$ cat src/rtl/ultrasonic_note_ranger.sv
// ultrasonic_note_ranger
//   Drives an HC-SR04-style ranger (trig out, echo in), measures the echo
//   width, converts it to whole centimetres and maps the distance onto a
//   10-bit one-hot note word (bit0 = nearest band, 0 = no note).
//   One measurement is started every PERIOD_CYCLES while en=1.
//   Optional build macro: STABLE_NOTE_EN -- when defined, the note word only
//   updates when two consecutive measurements fall in the same band.
module ultrasonic_note_ranger #(
   parameter int TRIG_CYCLES    = 1000,
   parameter int PERIOD_CYCLES  = 6000000,
   parameter int TIMEOUT_CYCLES = 3000000,
   parameter int CYC_PER_CM     = 5800,
   parameter int MIN_CM         = 5,
   parameter int BAND_CM        = 3
) (
   input  logic       clk,
   input  logic       rst_n,
   input  logic       en,
   input  logic       echo,
   output logic       trig,
   output logic [9:0] note,
   output logic [8:0] dist_cm,
   output logic       valid,
   output logic       timeout
);

   localparam int TW = $clog2(TRIG_CYCLES + 1);
   localparam int PW = $clog2(PERIOD_CYCLES + 1);
   localparam int OW = $clog2(TIMEOUT_CYCLES + 1);
   localparam int SW = $clog2(CYC_PER_CM + 1);

   localparam logic [TW-1:0] TRIG_LAST   = TW'(TRIG_CYCLES - 1);
   localparam logic [PW-1:0] PERIOD_LAST = PW'(PERIOD_CYCLES - 1);
   localparam logic [OW-1:0] TMO_LAST    = OW'(TIMEOUT_CYCLES - 1);
   localparam logic [SW-1:0] SUB_LAST    = SW'(CYC_PER_CM - 1);
   localparam logic [8:0]    CM_MAX      = 9'd511;

   typedef enum logic [2:0] {
      S_IDLE      = 3'd0,
      S_TRIG      = 3'd1,
      S_WAIT_RISE = 3'd2,
      S_MEASURE   = 3'd3,
      S_CONVERT   = 3'd4,
      S_HOLDOFF   = 3'd5
   } state_t;

   state_t        state_q, state_d;
   logic          trig_q, trig_d;
   logic [TW-1:0] trig_cnt_q, trig_cnt_d;
   logic [PW-1:0] period_q, period_d;
   logic [OW-1:0] tmo_q, tmo_d;
   logic [SW-1:0] sub_q, sub_d;
   logic [8:0]    cm_q, cm_d;
   logic [9:0]    note_q, note_d;
   logic [8:0]    dist_q, dist_d;
   logic          valid_q, valid_d;
   logic          timeout_q, timeout_d;
`ifdef STABLE_NOTE_EN
   logic [9:0]    hist_note_q, hist_note_d;
   logic          hist_vld_q, hist_vld_d;
`endif

   logic          echo_s1_q, echo_s2_q, echo_s3_q;
   logic          echo_sync_s, echo_rise_s;
   logic          conv_go_s, conv_tmo_s;
   logic [9:0]    new_note_s;
   logic [8:0]    new_dist_s;
   logic [SW+8:0] step_s;

   // One echo-high cycle: advance the sub-cycle counter, carry into whole cm (saturating).
   function automatic logic [SW+8:0] cm_step(input logic [SW-1:0] sub, input logic [8:0] cm);
      logic [SW+8:0] r;
      if (sub == SUB_LAST) begin
         if (cm == CM_MAX) begin
            r = {cm, {SW{1'b0}}};
         end else begin
            r = {cm + 9'd1, {SW{1'b0}}};
         end
      end else begin
         r = {cm, sub + SW'(1)};
      end
      return r;
   endfunction

   // Comparator chain: one window per band, at most one window can match.
   function automatic logic [9:0] map_note(input logic [8:0] cm);
      logic [9:0] n;
      int         cm_i;
      int         lo;
      cm_i = int'({23'd0, cm});
      n    = 10'd0;
      for (int i = 0; i < 10; i++) begin
         lo = MIN_CM + i * BAND_CM;
         if ((cm_i >= lo) && (cm_i < lo + BAND_CM)) begin
            n[i] = 1'b1;
         end else begin
            n[i] = 1'b0;
         end
      end
      return n;
   endfunction

   assign echo_sync_s = echo_s2_q;
   assign echo_rise_s = echo_s2_q & ~echo_s3_q;
   assign step_s      = cm_step(sub_q, cm_q);
   assign new_dist_s  = conv_tmo_s ? CM_MAX : cm_q;
   assign new_note_s  = conv_tmo_s ? 10'd0 : map_note(cm_q);

   // Two-flop synchroniser for the asynchronous echo plus one extra stage for edge detection.
   always_ff @(posedge clk) begin
      if (!rst_n) begin
         echo_s1_q <= 1'b0;
         echo_s2_q <= 1'b0;
         echo_s3_q <= 1'b0;
      end else begin
         echo_s1_q <= echo;
         echo_s2_q <= echo_s1_q;
         echo_s3_q <= echo_s2_q;
      end
   end

   // Next-state logic: sequencing, counters and the single-cycle conversion update.
   always_comb begin
      state_d    = state_q;
      trig_d     = trig_q;
      trig_cnt_d = trig_cnt_q;
      tmo_d      = tmo_q;
      sub_d      = sub_q;
      cm_d       = cm_q;
      note_d     = note_q;
      dist_d     = dist_q;
      valid_d    = 1'b0;
      timeout_d  = timeout_q;
      conv_go_s  = 1'b0;
      conv_tmo_s = 1'b0;
`ifdef STABLE_NOTE_EN
      hist_note_d = hist_note_q;
      hist_vld_d  = hist_vld_q;
`endif
      // the period counter runs from trig rise and parks at its last value
      if ((state_q != S_IDLE) && (period_q < PERIOD_LAST)) begin
         period_d = period_q + PW'(1);
      end else begin
         period_d = period_q;
      end

      if (!en) begin
         // leaving ranging mode: abort everything, keep the last reported note/distance
         state_d    = S_IDLE;
         trig_d     = 1'b0;
         trig_cnt_d = '0;
         period_d   = '0;
         tmo_d      = '0;
         sub_d      = '0;
         cm_d       = 9'd0;
`ifdef STABLE_NOTE_EN
         hist_vld_d = 1'b0;
`endif
      end else begin
         case (state_q)
            S_IDLE: begin
               state_d    = S_TRIG;
               trig_d     = 1'b1;
               trig_cnt_d = '0;
               period_d   = '0;
            end
            S_TRIG: begin
               if (trig_cnt_q == TRIG_LAST) begin
                  state_d = S_WAIT_RISE;
                  trig_d  = 1'b0;
                  tmo_d   = '0;
                  sub_d   = '0;
                  cm_d    = 9'd0;
               end else begin
                  trig_cnt_d = trig_cnt_q + TW'(1);
               end
            end
            S_WAIT_RISE: begin
               if (tmo_q == TMO_LAST) begin
                  conv_tmo_s = 1'b1;
               end else if (echo_rise_s) begin
                  // the edge cycle is the first high cycle, so it is counted
                  state_d = S_MEASURE;
                  tmo_d   = tmo_q + OW'(1);
                  {cm_d, sub_d} = cm_step({SW{1'b0}}, 9'd0);
               end else begin
                  tmo_d = tmo_q + OW'(1);
               end
            end
            S_MEASURE: begin
               if (tmo_q == TMO_LAST) begin
                  conv_tmo_s = 1'b1;
               end else if (echo_sync_s) begin
                  tmo_d         = tmo_q + OW'(1);
                  {cm_d, sub_d} = step_s;
               end else begin
                  conv_go_s = 1'b1;
               end
            end
            S_CONVERT: begin
               state_d = S_HOLDOFF;
            end
            S_HOLDOFF: begin
               if (period_q >= PERIOD_LAST) begin
                  state_d    = S_TRIG;
                  trig_d     = 1'b1;
                  trig_cnt_d = '0;
                  period_d   = '0;
               end else begin
                  state_d = S_HOLDOFF;
               end
            end
            default: begin
               state_d = S_IDLE;
               trig_d  = 1'b0;
            end
         endcase

         if (conv_go_s || conv_tmo_s) begin
            state_d   = S_CONVERT;
            valid_d   = 1'b1;
            dist_d    = new_dist_s;
            timeout_d = conv_tmo_s;
`ifdef STABLE_NOTE_EN
            if (hist_vld_q && (hist_note_q == new_note_s)) begin
               note_d = new_note_s;
            end else begin
               note_d = note_q;
            end
            hist_note_d = new_note_s;
            hist_vld_d  = 1'b1;
`else
            note_d = new_note_s;
`endif
         end else begin
            valid_d = 1'b0;
         end
      end
   end

   // State and output registers with synchronous active-low reset.
   always_ff @(posedge clk) begin
      if (!rst_n) begin
         state_q     <= S_IDLE;
         trig_q      <= 1'b0;
         trig_cnt_q  <= '0;
         period_q    <= '0;
         tmo_q       <= '0;
         sub_q       <= '0;
         cm_q        <= 9'd0;
         note_q      <= 10'd0;
         dist_q      <= 9'd0;
         valid_q     <= 1'b0;
         timeout_q   <= 1'b0;
`ifdef STABLE_NOTE_EN
         hist_note_q <= 10'd0;
         hist_vld_q  <= 1'b0;
`endif
      end else begin
         state_q     <= state_d;
         trig_q      <= trig_d;
         trig_cnt_q  <= trig_cnt_d;
         period_q    <= period_d;
         tmo_q       <= tmo_d;
         sub_q       <= sub_d;
         cm_q        <= cm_d;
         note_q      <= note_d;
         dist_q      <= dist_d;
         valid_q     <= valid_d;
         timeout_q   <= timeout_d;
`ifdef STABLE_NOTE_EN
         hist_note_q <= hist_note_d;
         hist_vld_q  <= hist_vld_d;
`endif
      end
   end

   assign trig    = trig_q;
   assign note    = note_q;
   assign dist_cm = dist_q;
   assign valid   = valid_q;
   assign timeout = timeout_q;

endmodule

$ cat config.mk
export PLATFORM = sky130hd
export DESIGN_NAME = ultrasonic_note_ranger
export DESIGN_NICKNAME = d
export VERILOG_FILES = /design/src/rtl/ultrasonic_note_ranger.sv
export SDC_FILE = /design/constraint.sdc
export NUM_CORES = 1
export LEC_CHECK = 0
export CORE_AREA = 2 2 106 108
export CTS_BUF_LIST = sky130_fd_sc_hd__clkbuf_8
export DETAILED_ROUTE_END_ITERATION = 8
export DIE_AREA = 0 0 108 110
export PLACE_DENSITY = 0.67
export SYNTH_ARGS = -nofsm -noshare
export SYNTH_HDL_FRONTEND = slang
export SYNTH_SLANG_ARGS = --single-unit
export TNS_END_PERCENT = 10
$ cat constraint.sdc
create_clock -name clk -period 3.7 [get_ports clk]
set_input_delay 0.74 -clock clk [delete_from_list [all_inputs] [get_ports clk]]
set_output_delay 0.74 -clock clk [all_outputs]
set_load 0.02 [all_outputs]
==> reports/metrics.csv <==
metric,value,unit
global-route total usage across every layer,20.3,%
destination of the critical timing path,note[5]$_SDFFE_PN0P_,
ratio of routed vias to standard cells,5.64,
average cell area after synthesis,8.09,sq um
Fill cells,1045,
slew at the pin closest to its max-slew limit,1.07,ns
final setup violating endpoints,0,
clock tree from TritonCTS,yes,
later-pin clock latency in the skew report,0.37,ns
biggest area contributors in the synthesized netlist,"sky130_fd_sc_hd__dfxtp_1 (40%), sky130_fd_sc_hd__xnor2_1 (8.0%), sky130_fd_sc_hd__nor2_1 (6.3%)",
signed area change from the synthesized netlist to the final layout,10.6,%
post-detailed-route DRC marker count,0,
"Async S/R FF share, synth",0,%
post-synthesis net count,663,
DRT antenna net count,0,
Total Wirelength,11.3,mm
wire length of the first global-routing pass,19.6,mm
# IOs,26,
Max-slew headroom,27.7,%
routed vias,4546,
top-area cell type share of the netlist area,39.9,%
number of buffers created by CTS,9,
number of levels the H-tree was split into,3,
clock root buffer,sky130_fd_sc_hd__clkbuf_8,
count of distinct cell types in the synthesized netlist,63,
#FFs+latches synth,105,
clock transition time at the flip-flop clock pins of the worst setup and hold paths,0.09,ns
count of flip-flops with a built-in enable after synthesis,0,
most frequently used cell type in the post-synthesis netlist,sky130_fd_sc_hd__dfxtp_1,
final weighted congestion in routability-driven placement,0.838,
Worst R2R Setup Slack,0.82,ns
number of clock sinks seen by CTS,105,
antenna violations before repair,0,
number of max-slew violations in the final report,0,
Post-CTS Setup Inserts,0,
worst-case reg-to-reg path depth,6,
classification of the worst setup path,reg -> reg,
width of the chip,108,um
crit start category,flip-flop,
setup repair after global routing missed its margin,no,
maximum number of pins on one net before global-route repair,30,
core region area,0.0107,sq mm
crit path from,state_q[1]$_SDFFE_PP0P_,
maximum clock skew at final layout,0.0100,ns
detailed router's first-iteration violation count,242,
most common library cells after synthesis,"sky130_fd_sc_hd__dfxtp_1 (105), sky130_fd_sc_hd__nor2_1 (89), sky130_fd_sc_hd__nand2_1 (56)",
Critical R2R Launch,state_q[1]$_SDFFE_PP0P_,
effective utilization at floorplan,49.2,%
register area share after synthesis,39.9,%
maximum capacitance violations,0,
Final Critical Period,2.88,ns
"buffers from clock root to sink, at most",2,
total half-perimeter wirelength after legalization and detailed placement,8.16,mm
CP Data Required Time,4.00,ns
diode count,0,
largest vdd supply drop,0.203,mV
final hold slack,0.447,ns
Resize count post-CTS,0,
Max Freq,348,MHz
hold_buf cts,0,
full die area,0.0119,sq mm
number of search-and-repair iterations in the first detailed-routing pass,4,
power per unit of standard cell area,334,mW/mm^2
number of core rows,38,
vertical extent of the die,110,um
residual overflow from global routing,0,
average routed wire per standard cell,14.1,um
cell taking the most area after synthesis,sky130_fd_sc_hd__dfxtp_1,
maximum fanout along the worst path,15,
final period utilization,77.7,%
Post-synth top flop,sky130_fd_sc_hd__dfxtp_1,
leakage component of the power,1.69,nW
Gate Count Post-Synth,651,
final setup TNS,0,ns
Post-Syn Area,0.00527,sq mm
final hold violation count,0,
CP Capture Type,flip-flop,
PortBufs,25,
fraction of layout instances using a drive strength above 1,4.80,%
outcome,"complete, no violations",
Post-layout nets,674,
via count of the first global-routing pass,4153,
capture instance of the worst register-to-register path,note[5]$_SDFFE_PN0P_,
Crit path arrival time,3.18,ns
classification of the worst-slack hold path,reg -> reg,
"Warnings, synthesis",0,
==> worst max-delay path, stage by stage, from the launching register on <==
cell	delay, ns
sky130_fd_sc_hd__dfxtp_1	0.59
sky130_fd_sc_hd__nand2b_1	0.23
sky130_fd_sc_hd__nor3_1	0.49
sky130_fd_sc_hd__and3_1	0.45
sky130_fd_sc_hd__o21ai_1	0.33
sky130_fd_sc_hd__or4_1	0.59
sky130_fd_sc_hd__a21oi_1	0.14
==> state kept, by name, summed over array words and instances (netlist names), 3 cells and up <==
register / count
state_q: 3
trig_cnt_q: 10
sub_q: 13
dist_cm: 9
cm_q: 9
tmo_q: 22
period_q: 23
note: 10
==> metrics by stage <==
| step | utilization, % | cell area, sq um | power [W] | instances | worst slack [ns] |
|---|---|---|---|---|---|
| 2_1_floorplan | - | 5270 | 0.00120 | 651 | 1.50 |
| 3_3_place_gp | 52.5 | 5620 | 0.00121 | 791 | 0.875 |
| 3_5_place_dp | 52.5 | 5620 | 0.00121 | 791 | 0.821 |
| 4_1_cts | 54.5 | 5830 | 0.00197 | 806 | 0.817 |
| 5_1_grt | 54.5 | 5830 | 0.00202 | 806 | 0.480 |
| 6_report | 54.5 | 5830 | 0.00195 | 806 | 0.824 |
==> power breakdown <==
| part | internal [W] | total, W | switching [W] |
|---|---|---|---|
| Clock | 0.000390 | 0.000758 | 0.000367 |
| Combinational | 0.0000160 | 0.0000517 | 0.0000357 |
| Sequential | 0.00113 | 0.00114 | 0.00000424 |
==> layout by cell type, fill, tap and decap left out, types with 8 or more instances in the layout <==
cell / Yosys / layout
sky130_fd_sc_hd__nand2_1: 56 / 56
sky130_fd_sc_hd__nor2_1: 89 / 89
sky130_fd_sc_hd__o21ai_0: 19 / 19
sky130_fd_sc_hd__clkbuf_8: 0 / 10
sky130_fd_sc_hd__ha_1: 8 / 8
sky130_fd_sc_hd__clkdlybuf4s50_1: 0 / 25
sky130_fd_sc_hd__nor4_1: 17 / 17
sky130_fd_sc_hd__nand3_1: 38 / 38
sky130_fd_sc_hd__and3_1: 10 / 10
sky130_fd_sc_hd__xnor2_1: 48 / 48
sky130_fd_sc_hd__nor3_1: 37 / 37
sky130_fd_sc_hd__and2_1: 15 / 15
sky130_fd_sc_hd__a311oi_1: 8 / 8
sky130_fd_sc_hd__nand4_1: 18 / 18
sky130_fd_sc_hd__a21oi_1: 29 / 29
sky130_fd_sc_hd__inv_1: 19 / 21
sky130_fd_sc_hd__dfxtp_1: 105 / 105
==> how the worst min path moves through the flow <==
stage | from | to | slack [ns] | depth (start not counted)
after floorplan | echo_s1_q$_SDFF_PN0_ | echo_s2_q$_SDFF_PN0_ | 0.41 | 1
after global placement | echo_s1_q$_SDFF_PN0_ | echo_s2_q$_SDFF_PN0_ | 0.43 | 1
after detailed placement | echo_s1_q$_SDFF_PN0_ | echo_s2_q$_SDFF_PN0_ | 0.43 | 1
after CTS | echo_s1_q$_SDFF_PN0_ | echo_s2_q$_SDFF_PN0_ | 0.45 | 1
after global routing | echo_s1_q$_SDFF_PN0_ | echo_s2_q$_SDFF_PN0_ | 0.46 | 1
final | echo_s1_q$_SDFF_PN0_ | echo_s2_q$_SDFF_PN0_ | 0.45 | 1
==> cells by family after synthesis <==
group,Yosys count,synth area share [%]
simple gates,323,31.3
mux,3,0.570
buf+inv,49,3.66
xor+xnor,52,8.65
fa+ha+maj,8,1.90
compound gates,111,14.0
flops,105,39.9
==> cell type report <==
class	count	area [sq um]	share of cell area, %
Multi-Input combinational cell	497	2980	51.1
Sequential cell	105	2100	36.1
Timing Repair Buffer	30	288	4.94
Tap cell	140	175	3.01
Clock buffer	10	138	2.36
Clock inverter	5	72.6	1.25
Inverter	19	71.3	1.22
==> per-layer routing <==
| layer | track usage (%) | share of wire [%] | up-vias |
|---|---|---|---|
| met3 | 2.65 | 3.2 | 14 |
| met1 | 28.5 | 50 | 2101 |
| met2 | 31.8 | 45 | 78 |
| met4 | 8.33 | 1.8 | 0 |
| li1 | - | - | 2353 |
| met5 | 0 | 0 | - |
(Power assumes the default switching activity.)
